$ cat src/rtl/fetch_unit_pkg.sv
// Shared definitions for the fetch sequencer and the instruction register:
// FSM state encoding, the halt opcode and the instruction field positions.
package fetch_unit_pkg;

   typedef enum logic [2:0] {
      ST_IDLE  = 3'd0,
      ST_FETCH = 3'd1,
      ST_LOAD  = 3'd2,
      ST_EXEC  = 3'd3,
      ST_HALT  = 3'd4
   } fetch_state_e;

   localparam logic [3:0] HALT_OPCODE = 4'hF;

   // Instruction word layout: opcode in the low nibble, immediate/register in the high nibble
   localparam int OPC_LSB = 0;
   localparam int OPC_MSB = 3;
   localparam int IMM_LSB = 4;
   localparam int IMM_MSB = 7;

   function automatic logic [3:0] get_opcode(input logic [7:0] ins);
      return ins[OPC_MSB:OPC_LSB];
   endfunction

   function automatic logic [3:0] get_imm(input logic [7:0] ins);
      return ins[IMM_MSB:IMM_LSB];
   endfunction

endpackage

$ cat src/rtl/fetch_unit_pc_counter.sv
// Program counter register: reset value, load (redirect) or increment by one.
// Load wins over increment; the increment wraps modulo 2^ADDR_W.
module fetch_unit_pc_counter #(
   parameter int                 ADDR_W   = 8,
   parameter logic [ADDR_W-1:0]  RESET_PC = {ADDR_W{1'b0}}
) (
   input  logic              clk,
   input  logic              rst_n,
   input  logic              load_en,
   input  logic [ADDR_W-1:0] load_val,
   input  logic              inc_en,
   output logic [ADDR_W-1:0] pc
);

   logic [ADDR_W-1:0] pc_d;
   logic [ADDR_W-1:0] pc_q;

   // Select the next PC value
   always_comb begin
      pc_d = pc_q;
      if (load_en) begin
         pc_d = load_val;
      end else if (inc_en) begin
         pc_d = pc_q + {{(ADDR_W-1){1'b0}}, 1'b1};
      end else begin
         pc_d = pc_q;
      end
   end

   // PC register
   always_ff @(posedge clk or negedge rst_n) begin
      if (!rst_n) begin
         pc_q <= RESET_PC;
      end else begin
         pc_q <= pc_d;
      end
   end

   assign pc = pc_q;

endmodule

$ cat src/rtl/fetch_unit.sv
// Instruction fetch sequencer: fetches one word over req/ack, strobes the
// instruction register, waits for execute to finish, then advances or jumps.
// All outputs come straight from flops; next values are decoded from the
// next state so strobes line up with the state they describe.
module fetch_unit
   import fetch_unit_pkg::*;
#(
   parameter int                 ADDR_W   = 8,
   parameter int                 INS_W    = 8,
   parameter logic [ADDR_W-1:0]  RESET_PC = {ADDR_W{1'b0}},
   parameter logic [3:0]         HALT_OP  = HALT_OPCODE
) (
   input  logic              clk,
   input  logic              rst_n,
   input  logic              run,
   output logic              mem_req,
   output logic [ADDR_W-1:0] mem_addr,
   input  logic              mem_ack,
   input  logic [INS_W-1:0]  mem_rdata,
   output logic [INS_W-1:0]  ins_reg,
   output logic              loadIR,
   input  logic              ins_done,
   input  logic              jump_en,
   input  logic [ADDR_W-1:0] jump_addr,
   output logic [ADDR_W-1:0] pc,
   output logic              halted
);

   fetch_state_e      state_d, state_q;
   logic [INS_W-1:0]  ins_d, ins_q;
   logic              mem_req_d, mem_req_q;
   logic              load_ir_d, load_ir_q;
   logic              halted_d, halted_q;
   logic              pc_load_s;
   logic              pc_inc_s;
   logic [ADDR_W-1:0] pc_s;

   // Next-state, instruction capture and PC control decode
   always_comb begin
      state_d   = state_q;
      ins_d     = ins_q;
      pc_load_s = 1'b0;
      pc_inc_s  = 1'b0;
      case (state_q)
         ST_IDLE: begin
            if (run) begin
               state_d = ST_FETCH;
            end else begin
               state_d = ST_IDLE;
            end
         end
         ST_FETCH: begin
            // run is not looked at here: an outstanding request always completes
            if (mem_ack) begin
               ins_d    = mem_rdata;
               pc_inc_s = 1'b1;
               state_d  = ST_LOAD;
            end else begin
               state_d = ST_FETCH;
            end
         end
         ST_LOAD: begin
            if (get_opcode(ins_q) == HALT_OP) begin
               state_d = ST_HALT;
            end else begin
               state_d = ST_EXEC;
            end
         end
         ST_EXEC: begin
            if (ins_done) begin
               pc_load_s = jump_en;
               if (run) begin
                  state_d = ST_FETCH;
               end else begin
                  state_d = ST_IDLE;
               end
            end else begin
               state_d = ST_EXEC;
            end
         end
         ST_HALT: begin
            state_d = ST_HALT;
         end
         default: begin
            state_d = ST_IDLE;
         end
      endcase
      mem_req_d = (state_d == ST_FETCH);
      load_ir_d = (state_d == ST_LOAD);
      halted_d  = (state_d == ST_HALT);
   end

   // FSM state and registered outputs
   always_ff @(posedge clk or negedge rst_n) begin
      if (!rst_n) begin
         state_q   <= ST_IDLE;
         ins_q     <= {INS_W{1'b0}};
         mem_req_q <= 1'b0;
         load_ir_q <= 1'b0;
         halted_q  <= 1'b0;
      end else begin
         state_q   <= state_d;
         ins_q     <= ins_d;
         mem_req_q <= mem_req_d;
         load_ir_q <= load_ir_d;
         halted_q  <= halted_d;
      end
   end

   fetch_unit_pc_counter #(
      .ADDR_W   (ADDR_W),
      .RESET_PC (RESET_PC)
   ) u_pc (
      .clk      (clk),
      .rst_n    (rst_n),
      .load_en  (pc_load_s),
      .load_val (jump_addr),
      .inc_en   (pc_inc_s),
      .pc       (pc_s)
   );

   assign mem_req  = mem_req_q;
   assign mem_addr = pc_s;
   assign ins_reg  = ins_q;
   assign loadIR   = load_ir_q;
   assign pc       = pc_s;
   assign halted   = halted_q;

endmodule
$ cat config.mk
export PLATFORM = sky130hd
export DESIGN_NAME = fetch_unit
export DESIGN_NICKNAME = d
export VERILOG_FILES = /design/src/rtl/fetch_unit_pkg.sv /design/src/rtl/fetch_unit_pc_counter.sv /design/src/rtl/fetch_unit.sv
export SDC_FILE = /design/constraint.sdc
export NUM_CORES = 1
export LEC_CHECK = 0
export CORE_ASPECT_RATIO = 1.25
export CORE_MARGIN = 2
export CORE_UTILIZATION = 40
export CTS_CLUSTER_DIAMETER = 30
export DETAILED_ROUTE_END_ITERATION = 8
export GPL_ROUTABILITY_DRIVEN = 0
export HOLD_SLACK_MARGIN = 0.05
export PLACE_DENSITY = 0.86
export SYNTH_ARGS = -nofsm -noshare
export SYNTH_HDL_FRONTEND = slang
export SYNTH_SLANG_ARGS = --single-unit
$ cat constraint.sdc
create_clock -name clk -period 1.6 [get_ports clk]
set_input_delay 0.32 -clock clk [delete_from_list [all_inputs] [get_ports clk]]
set_output_delay 0.32 -clock clk [all_outputs]
set_load 0.01 [all_outputs]
==> out/metrics.yaml <==
routing:
  drc: 0
  wl_per_cell_um: 14.7
  detail-route-antenna-nets: 0
  vias: 1126
  totalWireLength_um: 3140
  viasPerCell: 5.26
  drt-initial-drc-count: 22
  first_pass_iters: 4
global_route:
  grt_usage_pct: 21.2
  grt_use_met3_pct: 2.63
  grt_pass1_vias: 1106
  grt_pass1_wl_um: 4820
  antenna_found_initial: 0
  grt_use_met2_pct: 41.9
  gr-total-overflow: 0
  grt_busiest_layer: "met2"
  grt_max_degree: 23
  grtUsageMet1_pct: 21.5
setup_path:
  rr_startpoint: "state_q[1]"
  arrival_ps: 1250
  worstSetupStartpointType: "flip-flop"
  cp_max_fo: 3
  end_kind: "primary output"
  crit_path_max_incr_delay_ps: 560
  worstPathCellList: "clkdlybuf4s50_1"
  critPathBufInv: 1
  worstSetupPathType: "reg2out"
  required_ps: 1280
  crit_family: "buffers and inverters"
  r2r-end: "u_pc.pc[4]"
  slowest_stage: "clkdlybuf4s50_1"
  r2r.worst_path.cells: 6
  ff2ff_setup_slack_ps: 110
  crit_path_start: "u_pc.pc[6]"
timing:
  timing.setup.tns_ps: 0
  drv_slew: 0
  finalCriticalPeriod_ps: 1570
  setup_violations: 0
  period_share_pct: 98.1
  worst_slew_pin_slew_ps: 318
  maxSlewHeadroom_pct: 78.7
  fmax_ghz: 0.637
  clock_skew_ps: 5.18
  finalHoldViolCount: 0
power:
  p_leak_nw: 0.881
  peakVddDrop_v: 0.000913
  power_w: 0.00304
  p_per_area_nw_per_um2: 1730
clock_network:
  cts.sinks: 22
  root_buffer: "clkbuf_4"
  cts_made_buffers: 3
  cts_hold_repair.buffers: 0
  clock_latency_ps: 310
  ctsHtreeMaxLevel: 1
  clock_path_buffers: 2
  cts_tree: "done"
  path_clk_slew_ps: 120
die:
  io_pins: 49
  coreArea_um2: 2630
  die_y_um: 62.0
  dieArea_um2: 3120
  initial_core_util_pct: 40.9
  fp-row-count: 21
  fp.dieW_um: 50.4
final_layout:
  fin_cells: 214
  insertedDiodeCount: 0
  fillers: 220
  seqCellArea_um2: 556
  multiInputGateArea_um2: 429
  final_net_count: 204
  syn2layout_area_growth_pct: 63.8
  layout-drive-gt1-share_pct: 20.0
hold_path:
  hold_class: "in2async"
synthesis:
  avgSynthCellArea_um2: 9.11
  netlist_area_um2: 1070
  ys_seq_elements: 22
  syn-num-nets: 141
  ys_seq_area_share_pct: 51.2
  synthDistinctLibCells: 30
  netlist_instances: 118
  yosysWarnings: 0
flow_run:
  cap_viol_max_count: 0
placed_design:
  dpl.cell_count: 199
  port_buffers: 48
  post-dp-hpwl_um: 2220
status:
  status: "finished clean"
## cells by family (layout without fill, tap and decap cells)
kind of cell,Yosys count,count (layout),synth area share [%]
AO/OA/AOI/OAI,22,22,13.6
XOR/XNOR,1,1,0.815
adder cells (fa/ha/maj),1,1,1.16
buffers and inverters,16,78,9.31
flip-flops,22,22,51.2
AND/OR/NAND/NOR,56,56,23.9
## cell usage after synthesis
master     count  area share, %
nand2_1       30             10
dfrtp_1       22             51
buf_4         10            7.0
nor2_1        10            3.5
o21ai_0        6            2.8
a21oi_1        4            1.9
a211oi_1       3            2.1
a311oi_1       3            2.4
nand3_1        3            1.4
nand4_1        3            1.7
buf_2          2           0.93
inv_1          2           0.70
nor3_1         2           0.93
nor3b_1        2            1.4
a21o_1         1           0.70
a221o_1        1           0.93
a22oi_1        1           0.70
a31oi_1        1           0.58
and2_1         1           0.58
and3_4         1            1.0
clkbuf_1       1           0.35
ha_1           1            1.2
inv_2          1           0.35
nand2b_1       1           0.58
nand4bb_1      1            1.0
o21ai_1        1           0.47
o221a_2        1            1.0
or2_1          1           0.58
or2_2          1           0.58
xnor2_1        1           0.82
## cells in the final DEF (no fill, tap or decap)
cell / n
xnor2_1: 1
dfrtp_2: 4
nor3b_1: 2
a211oi_2: 1
o221a_2: 1
nand3_1: 3
and2_1: 1
nand2b_1: 1
o21ai_1: 1
dfrtp_1: 18
clkbuf_8: 1
a221o_1: 1
o21ai_0: 6
clkbuf_4: 3
a211oi_1: 2
or2_1: 1
nor2_1: 10
ha_1: 1
clkdlybuf4s50_1: 35
nor3_1: 2
a31oi_1: 1
or2_2: 1
a22oi_1: 1
nand2_1: 30
dlymetal6s2s_1: 13
a311oi_1: 3
a21oi_1: 4
a21o_1: 1
buf_4: 23
nand4_1: 3
and3_4: 1
inv_1: 2
inv_2: 1
nand4bb_1: 1
## stage by stage
stage | worst slack [ps] | hold WS, ps | cell area [µm²] | utilization [%]
floorplan | 216 | 24.4 | 1070 | -
global placement | -101 | 458 | 1600 | 60.9
detailed placement | -173 | 469 | 1600 | 60.9
CTS | 9.76 | 350 | 1690 | 64.4
global route | -15.4 | 374 | 1760 | 67.0
finish | 30.0 | 350 | 1760 | 67.0
## worst max path at each step
stage                     cells past startpoint          to
after floorplan                               5  u_pc.pc[2]
after global placement                        6  u_pc.pc[2]
after detailed placement                      7  u_pc.pc[3]
after CTS                                     1  ins_reg[2]
after global routing                          1       pc[7]
final                                         1       pc[6]
## repair_timing
item,4_1_cts,5_1_grt
cloned,0,0
endpoints found under the setup margin,14,20
buffers inserted,7,4
resized for setup,3,15
## where the power goes
group	internal (W)	switching, W
Combinational	0.000975	0.000787
Clock	0.000139	0.000167
Sequential	0.000799	0.000173
Total	0.00191	0.00113
## cell type report
cell class                 instances  area share, %
inverter                           3          0.640
tap                               34           2.42
multi-input combinational         80           24.4
timing repair buffer              71           38.9
sequential                        22           31.6
clock buffer                       4           2.06
## per-layer routing
layer	share of wire, %	wire, µm
met1	35	1110
met2	56	1770
met3	5.7	180
met4	2.4	74
met5	0	0
No activity file was read; power rests on OpenSTA's default activity.
